### src/rtl/apb_regfile_pkg.sv
// Shared types and helpers for the APB4 register-file completer.
// Holds the FSM state set, the register map indices and the CTRL field layout.
package apb_regfile_pkg;

    typedef enum logic [1:0] {
        ST_IDLE,
        ST_SETUP,
        ST_ACCESS,
        ST_DONE
    } apb_state_e;

    localparam int IDX_ID   = 0;
    localparam int IDX_CTRL = 1;
    localparam int IDX_SCR0 = 2;

    localparam int CTRL_WAIT_LSB   = 0;
    localparam int CTRL_WAIT_W     = 4;
    localparam int CTRL_ERR_EN_BIT = 4;

    function automatic logic [31:0] byte_merge(input logic [31:0] old_word,
                                               input logic [31:0] new_word,
                                               input logic [3:0]  strb);
        logic [31:0] merged;
        merged = old_word;
        for (int b = 0; b < 4; b++) begin
            if (strb[b]) merged[8*b +: 8] = new_word[8*b +: 8];
        end
        return merged;
    endfunction

endpackage

### src/rtl/apb_wait_counter.sv
// 4-bit loadable down-counter that times the APB wait states.
// It stops at zero; zero is the cue to complete the access.
module apb_wait_counter (
    input  logic       clk,
    input  logic       rst,
    input  logic       load,
    input  logic       en,
    input  logic [3:0] load_val,
    output logic       zero
);

    logic [3:0] cnt_q;

    always_ff @(posedge clk or posedge rst) begin
        if (rst) begin
            cnt_q <= '0;
        end else if (load) begin
            cnt_q <= load_val;
        end else if (en && (cnt_q != 4'd0)) begin
            cnt_q <= cnt_q - 4'd1;
        end
    end

    assign zero = (cnt_q == 4'd0);

endmodule

### src/rtl/apb4_regfile_slave.sv
// APB4 completer with ID, CTRL and scratch registers; CTRL sets the wait
// states and whether decode/permission errors are reported on pslverr.
module apb4_regfile_slave
    import apb_regfile_pkg::*;
#(
    parameter int          ADDRWIDTH = 12,
    parameter int          NUM_REGS  = 8,
    parameter logic [31:0] ID_VALUE  = 32'hA5B4_0001,
    parameter logic [3:0]  RST_WAIT  = 4'd0
) (
    input  logic                 clk,
    input  logic                 rst,
    input  logic [ADDRWIDTH-1:0] paddr,
    input  logic                 psel,
    input  logic                 penable,
    input  logic                 pwrite,
    input  logic [31:0]          pwdata,
    input  logic [3:0]           pstrb,
    input  logic [2:0]           pport,
    output logic [31:0]          prdata,
    output logic                 pready,
    output logic                 pslverr
);

    localparam int IDX_W  = ADDRWIDTH - 2;
    localparam int SLOT_W = $clog2(NUM_REGS);

    apb_state_e state_q, state_d, phase;
    logic latch, cnt_load, cnt_en, cnt_zero, set_rdy, commit;

    logic [IDX_W-1:0] idx_q;
    logic             write_q, priv_q;
    logic [31:0]      wdata_q;
    logic [3:0]       strb_q;

    logic [3:0]  wait_q;
    logic        err_en_q;
    logic [31:0] scratch_q [NUM_REGS];

    logic [IDX_W-1:0]  eff_idx;
    logic [SLOT_W-1:0] slot;
    logic              eff_write, eff_priv, in_range, is_id, is_ctrl, err;
    logic [31:0]       ctrl_word, rd_word, merged;
    logic              unused_bits;

    assign unused_bits = ^{paddr[1:0], pport[2:1]};

    // In the setup cycle the attributes are still on the bus; afterwards use the latched copy.
    assign eff_idx   = latch ? paddr[ADDRWIDTH-1:2] : idx_q;
    assign eff_write = latch ? pwrite : write_q;
    assign eff_priv  = latch ? pport[0] : priv_q;
    assign slot      = eff_idx[SLOT_W-1:0];
    assign in_range  = 32'(eff_idx) < NUM_REGS;
    assign is_id     = 32'(eff_idx) == IDX_ID;
    assign is_ctrl   = 32'(eff_idx) == IDX_CTRL;
    assign err       = !in_range || (eff_write && is_id) || (eff_write && is_ctrl && !eff_priv);

    always_comb begin
        ctrl_word = '0;
        ctrl_word[CTRL_WAIT_LSB +: CTRL_WAIT_W] = wait_q;
        ctrl_word[CTRL_ERR_EN_BIT]              = err_en_q;
    end

    always_comb begin
        rd_word = '0;
        if (is_id)                                  rd_word = ID_VALUE;
        else if (is_ctrl)                           rd_word = ctrl_word;
        else if (in_range && 32'(eff_idx) >= IDX_SCR0) rd_word = scratch_q[slot];
    end

    assign merged = byte_merge(is_ctrl ? ctrl_word : scratch_q[slot], wdata_q, strb_q);

    always_ff @(posedge clk or posedge rst) begin
        if (rst) state_q <= ST_IDLE;
        else     state_q <= state_d;
    end

    // A setup cycle is recognised combinationally from IDLE or DONE so the
    // registered pready can already rise in the first access cycle.
    always_comb begin
        state_d  = state_q;
        phase    = state_q;
        latch    = 1'b0;
        cnt_load = 1'b0;
        cnt_en   = 1'b0;
        set_rdy  = 1'b0;
        commit   = 1'b0;
        if ((state_q == ST_IDLE || state_q == ST_DONE) && psel && !penable) phase = ST_SETUP;
        unique case (phase)
            ST_SETUP: begin
                state_d  = ST_ACCESS;
                latch    = 1'b1;
                cnt_load = 1'b1;
                set_rdy  = (wait_q == 4'd0);
            end
            ST_ACCESS: begin
                if (pready) begin
                    commit  = 1'b1;
                    state_d = ST_DONE;
                end else if (!psel) begin
                    state_d = ST_IDLE;
                end else if (cnt_zero) begin
                    set_rdy = 1'b1;
                end else begin
                    cnt_en = 1'b1;
                end
            end
            default: state_d = ST_IDLE;
        endcase
    end

    apb_wait_counter u_wait_cnt (
        .clk      (clk),
        .rst      (rst),
        .load     (cnt_load),
        .en       (cnt_en),
        .load_val (wait_q - 4'd1),
        .zero     (cnt_zero)
    );

    always_ff @(posedge clk) begin
        if (latch) begin
            idx_q   <= paddr[ADDRWIDTH-1:2];
            write_q <= pwrite;
            priv_q  <= pport[0];
            wdata_q <= pwdata;
            strb_q  <= pstrb;
        end
    end

    always_ff @(posedge clk or posedge rst) begin
        if (rst) begin
            wait_q   <= RST_WAIT;
            err_en_q <= 1'b1;
            for (int i = 0; i < NUM_REGS; i++) scratch_q[i] <= '0;
            pready   <= 1'b0;
            pslverr  <= 1'b0;
            prdata   <= '0;
        end else begin
            pready  <= set_rdy;
            pslverr <= set_rdy && err && err_en_q;
            prdata  <= (set_rdy && !eff_write) ? rd_word : '0;
            // Errored writes are dropped whether or not they are reported.
            if (commit && write_q && !err) begin
                if (is_ctrl) begin
                    wait_q   <= merged[CTRL_WAIT_LSB +: CTRL_WAIT_W];
                    err_en_q <= merged[CTRL_ERR_EN_BIT];
                end else begin
                    scratch_q[slot] <= merged;
                end
            end
        end
    end

endmodule

### config.mk
export PLATFORM = sky130hd
export DESIGN_NAME = apb4_regfile_slave
export DESIGN_NICKNAME = d
export VERILOG_FILES = /design/src/rtl/apb_regfile_pkg.sv /design/src/rtl/apb_wait_counter.sv /design/src/rtl/apb4_regfile_slave.sv
export SDC_FILE = /design/constraint.sdc
export NUM_CORES = 1
export LEC_CHECK = 0
export CAP_MARGIN = 20
export CORE_UTILIZATION = 25
export CTS_CLUSTER_SIZE = 28
export DETAILED_ROUTE_END_ITERATION = 8
export SETUP_SLACK_MARGIN = 0.4
export SLEW_MARGIN = 0
export SYNTH_ARGS = -nofsm -noshare
export SYNTH_HDL_FRONTEND = slang
export SYNTH_SLANG_ARGS = --single-unit
### constraint.sdc
create_clock -name clk -period 9.49 [get_ports clk]
set_input_delay 0.949 -clock clk [delete_from_list [all_inputs] [get_ports clk]]
set_output_delay 0.949 -clock clk [all_outputs]
set_load 0.01 [all_outputs]
==> summary.txt, run 1 <==
Synth
  – Post-synth EDFFs: 36
  – Synthesis-stage register bit count: 349
  – Main flop type after synthesis: dfrtp_1
  – Netlist cell types: 80
  – Mapped Cells: 1,529
  – Yosys top cell by area: dfrtp_1
  – Ys async rst share: 86.2%
  – Syn avg cell area: 10.3 um2
  – Area of the mapped netlist: 15,700 um2
  – Top-area cell type share of the netlist area: 47.7%
  – Post-synthesis sequential area ratio: 56.3%
  – Top cells by area, synth: dfrtp_1 (48%), edfxtp_1 (6.9%), a31oi_1 (4.5%)
  – Yosys warning count: 0
  – Post-Syn Nets: 1,587

Clocking
  – Clk slew on worst S/H paths: 0.06 ns
  – Clock tree root buffer cell: clkbuf_16
  – Max Buffers Root-to-Sink: 3
  – Setup Fix Bufs, Post-CTS: 0
  – Clk Latency, worst-skew pair: 0.56 ns
  – TritonCTS clock tree: built
  – H-tree Lvls: 2
  – CTS Hold Buffers Added: 0
  – CTS Buf Count: 40
  – CTS resizes: 0
  – Clock sinks: 349

Detailed routing
  – Starting DRT DRC Count: 1,445
  – Routed wire length: 50.1 mm
  – WL per Instance: 20.8 um
  – DR vias: 12,600
  – Avg Vias per Cell: 5.21
  – ANT nets after route: 0
  – DRC: 0
  – Drt pass-1 iters: 8

Worst setup path
  – CP Class: in2reg
  – Startpoint types: primary input
  – Crit path to: scratch_q[50]
  – Arr. time, crit path: 4.72 ns
  – Origin of the worst setup path: psel
  – Cells along the critical path: clkdlybuf4s50_1, nand3b_4, a21oi_4, nor2_8, inv_2, buf_4, and3_2, mux2_2
  – Worst reg2reg path endpoint: scratch_q[50]
  – Worst setup EP type: register
  – Crit-path slowest cell: and3_2
  – Reg2Reg Depth: 7
  – Worst Path Required: 9.92 ns
  – Worst r2r src: state_q[1]
  – Flop-to-flop setup slack: 5.33 ns
  – CP max stage delay: 1.07 ns
  – Cell count along the critical path: 8
  – Bufs and invs on worst path: 3
  – CP Max Fanout: 48
  – Cell family with most CP delay: simple AND/OR/NAND/NOR gates

Timing
  – Worst Skew: 0.0189 ns
  – Fmax: 233 MHz
  – Setup TNS: 0 ns
  – Min cycle time layout: 4.29 ns
  – Fin crit share: 45.2%
  – RSZ-0062 raised after global routing: no
  – Slew @ Worst Pin: 1.12 ns
  – Slew Limit Fails: 0
  – Slew HR: 25.4%
  – Final Hold Fails: 0
  – Final setup vio count: 0

Finish
  – Register Area: 8850 um2
  – Layout area overhead: 18.6%
  – Nets: 1,600
  – Share of layout cells above drive strength 1: 11.6%
  – Most frequent cells in the layout: dfrtp_1 (300), nand2_1 (174), nor2_1 (144), a31oi_1 (112), o21ai_0 (90)
  – Commonest non-fill, non-tap cell in the layout: dfrtp_1
  – Area of the multi-input gates: 6140 um2
  – FILL cells: 6,372
  – Fin util: 30.1%

Floorplan
  – Die X-Extent: 253 um
  – Die ar.: 63,900 um2
  – Rows: 91
  – # IOs: 90
  – Starting Density: 25.4%
  – Die H: 253 um
  – Core ar.: 61,900 um2

Run
  – MaxCap Viol Count: 0

Place
  – PortBufs: 85
  – Post-DP HPWL: 30.7 mm
  – RePlAce Congestion: 0.826

Status
  – Outcome: completed

GRT
  – Largest net degree at the start of global routing: 164
  – First-pass GRT wire length: 77.0 mm
  – Global route total overflow: 0
  – GRT Util Overall: 15.7%
  – Initial antenna violation count: 2
  – Vias in the first global route: 12,600

Worst hold path
  – Worst Hold Class: reg2reg

Pwr
  – Worst VDD drop: 109 uV
  – Leakage: 7.90 nW
  – Power Total: 0.00507 W
  – Pwr dens: 272 nW/um2
worst min path at each step:
stage / from / endpoint / slack, ns / cells after the start
global route: scratch_q[215] / scratch_q[215] / 0.38 / 0
detailed placement: scratch_q[194] / scratch_q[194] / 0.36 / 0
global placement: scratch_q[192] / scratch_q[192] / 0.36 / 0
finish: scratch_q[192] / scratch_q[192] / 0.37 / 0
floorplan: priv_q / priv_q / 0.41 / 2
CTS: scratch_q[194] / scratch_q[194] / 0.38 / 0
sequential cells by signal, summed over array words and instances (netlist names), 2 cells and up:
| name | flops |
|---|---|
| scratch_q | 256 |
| prdata | 32 |
| wdata_q | 32 |
| idx_q | 10 |
| strb_q | 4 |
| u_wait_cnt.cnt_q | 4 |
| wait_q | 4 |
| state_q | 2 |
metal layers:
layer	global-route usage (%)	vias to the layer above	wire (um)	part of all wire, %
li1	-	5598	-	-
met1	21.1	6322	21500	43
met2	24.9	535	23300	46
met3	2.65	115	3490	7.0
met4	6.93	0	1870	3.7
met5	0	-	0	0
layout make-up:
type | instances | area share (%)
antenna | 2 | 0.0268
clock buffer | 55 | 6.11
clock inverter | 18 | 1.62
inverter | 14 | 0.302
multi-input combinational | 1022 | 32.9
sequential | 349 | 47.5
tap | 837 | 5.62
timing repair buffer | 115 | 5.94
logic make-up (layout without fill, tap and decap cells):
family / Yosys count / count (layout) / share of synthesized area [%]
and+or+nand+nor: 479 / 479 / 14.2
buffers and inverters: 158 / 202 / 4.82
muxes: 67 / 67 / 4.58
other: 0 / 2 / 0
adders and majority gates: 2 / 2 / 0.159
AOI/OAI and AO/OA: 474 / 474 / 19.9
DFF: 349 / 349 / 56.3
power by group:
part           switching [W]  internal, W  total [W]  leakage [nW]
logic                0.00119     0.000471    0.00166          2.57
registers          0.0000859      0.00163    0.00172          4.63
clock network       0.000641      0.00104    0.00168         0.708
worst register-to-register path: cells and delay by family (launching register included):
family	cells	cell delay, ns
buf+inv	2	0.69
simple gates	4	2.53
mux	1	0.44
flops	1	0.38
stage by stage:
step | area (um2) | setup slack, ns | hold WS [ns] | instances
floorplan | 15700 | 4.54 | 0.413 | 1529
global placement | 17200 | 4.72 | 0.358 | 2336
detailed placement | 17200 | 4.72 | 0.364 | 2336
CTS | 18600 | 5.31 | 0.377 | 2409
global route | 18600 | 5.07 | 0.384 | 2412
finish | 18600 | 5.20 | 0.373 | 2412
cells in the mapped netlist, types with 21 or more instances:
master / count
o22ai_1: 21
buf_2: 44
nor3_1: 22
clkbuf_1: 81
nand3_1: 37
a21oi_1: 70
dfrtp_1: 300
nor2_1: 144
a31oi_1: 112
nand2_1: 174
o21ai_0: 91
edfxtp_1: 36
o31ai_1: 37
and3_1: 28
mux2i_1: 28
mux2_2: 39
o21ai_1: 34
Power figures use the tool's default switching activity.
==> run 2, diff against run 1 <==
==> constraint.sdc (replaced) <==
create_clock -name clk -period 4.45 [get_ports clk]
set_input_delay 0.445 -clock clk [delete_from_list [all_inputs] [get_ports clk]]
set_output_delay 0.445 -clock clk [all_outputs]
set_load 0.01 [all_outputs]
==> run 2 against run 1 <==
Hold slack worse by 0.025 ns. Global-route usage is 0.10 points lower. Utilization is 0.39 points higher. Power is 110% higher. Count of clock-buffer cells in the layout is 5 higher. Die area stayed put. Cell count is 1.3% higher. Sequential share of layout area is 0.60 points lower. Largest power group unchanged. Highest routed layer unchanged.
==> summary.txt, run 2 (synthesis gave the netlist of run 1 again) <==
GRT
  – Initial antenna violation count: 0 (was 2)
  – Largest net degree at the start of global routing: 145 (was 164)
  – Global route total overflow: 0 (unchanged)
  – GRT Util Overall: 15.6% (was 15.7%)
  – First-pass GRT wire length: 76.4 mm (was 77.0 mm)
  – Vias in the first global route: 12,500 (was 12,600)

Finish
  – Top reg by flops: scratch_q (unchanged)
  – Ant diodes: 0 (was 2)
  – Commonest non-fill, non-tap cell in the layout: dfrtp_1 (unchanged)
  – Most frequent cells in the layout: dfrtp_1 (300), nand2_1 (174), nor2_1 (144), a31oi_1 (112), o21ai_0 (90) (unchanged)
  – Top flop regs: scratch_q x256, prdata x32, wdata_q x32 (unchanged)
  – FILL cells: 6,386 (was 6,372)
  – Max reg flops: 256 (unchanged)
  – Share of layout cells above drive strength 1: 13.1% (was 11.6%)
  – Layout area overhead: 20.1% (was 18.6%)
  – Nets: 1,631 (was 1,600)

Worst setup path
  – Worst r2r src: state_q[0] (was state_q[1])
  – Startpoint types: register (was primary input)
  – Worst Path Required: 4.94 ns (was 9.92 ns)
  – Cells along the critical path: inv_1, ha_1, and3b_4, o211ai_2, and2_1, buf_4, a21oi_1, or3_1, a31oi_1, mux2_2 (was clkdlybuf4s50_1, nand3b_4, a21oi_4, nor2_8, inv_2, buf_4, and3_2, mux2_2)
  – Crit-path slowest cell: and2_1 (was and3_2)
  – Bufs and invs on worst path: 2 (was 3)
  – Flop-to-flop setup slack: 0.65 ns (was 5.33 ns)
  – Cell family with most CP delay: simple AND/OR/NAND/NOR gates (unchanged)
  – CP Class: reg2reg (was in2reg)
  – Arr. time, crit path: 4.29 ns (was 4.72 ns)
  – CP Max Fanout: 14 (was 48)
  – CP max stage delay: 0.83 ns (was 1.07 ns)
  – Reg2Reg Depth: 10 (was 7)
  – Worst setup EP type: register (unchanged)
  – Worst reg2reg path endpoint: scratch_q[250] (was scratch_q[50])

Timing
  – Final Hold Fails: 0 (unchanged)
  – Final setup vio count: 0 (unchanged)
  – Worst Skew: 0.0336 ns (was 0.0189 ns)
  – Hold_ws: 0.348 ns (was 0.373 ns)
  – Min cycle time layout: 3.80 ns
  – RSZ-0062 raised after global routing: no (unchanged)
  – Slew Limit Fails: 0 (unchanged)
  – Slew HR: 25.7% (was 25.4%)
  – Slew @ Worst Pin: 1.11 ns (was 1.12 ns)
  – Fmax: 263 MHz
  – Setup TNS: 0 ns (unchanged)
  – Fin crit share: 85.4%

Pwr
  – Pwr dens: 572 nW/um2 (was 272 nW/um2)
  – Leakage: 8.04 nW (was 7.90 nW)
  – Sequential fraction of design power: 34.1% (was 34.0%)
  – NetSw: 0.00413 W (was 0.00192 W)
  – Worst VDD drop: 310 uV (was 109 uV)
  – Clock power frac: 32.3% (was 33.2%)
  – Internal cell power: 0.00667 W (was 0.00314 W)
  – Logic pwr share: 33.6% (was 32.9%)
  – Sw Ratio: 38.2% (was 37.9%)

Detailed routing
  – Routed length on met1: 21.9 mm (was 21.5 mm)
  – Max Used Layer: met4 (unchanged)
  – DRC: 0 (unchanged)
  – Drt pass-1 iters: 8 (unchanged)
  – Routed wire length: 50.1 mm (about the same)
  – Avg Vias per Cell: 5.15 (was 5.21)
  – Wire length on met3: 3.43 mm (was 3.49 mm)
  – WL per Instance: 20.5 um (was 20.8 um)
  – ANT nets after route: 0 (unchanged)
  – WL met2: 23.0 mm (was 23.3 mm)
  – Starting DRT DRC Count: 1,435 (was 1,445)
  – DR vias: 12,600 (about the same)

Place
  – Post-DP HPWL: 32.1 mm (was 30.7 mm)
  – PortBufs: 85 (unchanged)
  – RePlAce Congestion: 0.849 (was 0.826)

Floorplan
  – Die X-Extent: 253 um (unchanged)
  – Starting Density: 25.4% (unchanged)
  – # IOs: 90 (unchanged)
  – Rows: 91 (unchanged)
  – Die ar.: 63,900 um2 (unchanged)
  – Core ar.: 61,900 um2 (unchanged)
  – Die H: 253 um (unchanged)

Clocking
  – CTS Buf Count: 42 (was 40)
  – Clock tree root buffer cell: clkbuf_16 (unchanged)
  – Max Buffers Root-to-Sink: 3 (unchanged)
  – Setup Fix Bufs, Post-CTS: 0 (unchanged)
  – Clk slew on worst S/H paths: 0.06 ns (about the same)
  – H-tree Lvls: 2 (unchanged)
  – CTS resizes: 0 (unchanged)
  – TritonCTS clock tree: built (unchanged)
  – Clk Latency, worst-skew pair: 0.57 ns (was 0.56 ns)
  – Clock sinks: 349 (unchanged)
  – CTS Hold Buffers Added: 0 (unchanged)

Run
  – MaxCap Viol Count: 0 (unchanged)

Status
  – Outcome: completed (unchanged)

Worst hold path
  – Worst Hold Class: in2async (was reg2reg)
## run 2: cell types whose count changed in the layout (fill, tap and decap cells not counted), sizes merged
| cell | change |
|---|---|
| clkbuf | +5 |
| diode | -2 |
| clkinv | +4 |
| inv | -3 |
| buf | +29 |
| clkinvlp | +2 |
| bufinv | -4 |
## run 2: final cells by class
class,instances,area [um2],share of cell area [%]
Clock inverter,17,194,1.03
Sequential cell,349,8850,46.9
Clock buffer,60,1220,6.47
Inverter,14,56.3,0.298
Tap cell,837,1050,5.54
Multi-Input combinational cell,1022,6130,32.5
Timing Repair Buffer,144,1380,7.31
## run 2: how the worst max path moves through the flow
stage	end	slack, ns	cells after the start	start
2_1_floorplan	prdata[0]	0.005	1	rst
3_3_place_gp	scratch_q[80]	0.52	9	psel
3_5_place_dp	scratch_q[58]	0.46	9	psel
4_1_cts	scratch_q[58]	0.68	10	state_q[0]
5_1_grt	scratch_q[58]	0.44	10	state_q[0]
6_report	scratch_q[250]	0.65	10	state_q[0]
## run 2: layer usage
layer / GRT usage (%) / vias to the layer above
met5: 0 / -
met1: 21.0 / 6349
met2: 24.7 / 480
met3: 2.91 / 109
met4: 6.58 / 0
li1: - / 5651
## run 2: stage by stage
step | util, % | cell area (um2) | std cells | worst slack (ns) | total power, W
after floorplan | - | 15700 | 1529 | 0.00477 | 0.00610
after global placement | 28.2 | 17500 | 2366 | 0.518 | 0.00724
after detailed placement | 28.2 | 17500 | 2366 | 0.459 | 0.00729
after CTS | 30.5 | 18900 | 2443 | 0.676 | 0.0108
after global routing | 30.5 | 18900 | 2443 | 0.440 | 0.0113
final | 30.5 | 18900 | 2443 | 0.651 | 0.0108
## run 2: power groups by stage
stage / logic, W / clock network (W) / registers [W]
global placement: 0.00352 / 0 / 0.00373
finish: 0.00362 / 0.00349 / 0.00368
CTS: 0.00358 / 0.00355 / 0.00368
detailed placement: 0.00356 / 0 / 0.00373
floorplan: 0.00246 / 0 / 0.00364
global route: 0.00389 / 0.00368 / 0.00371
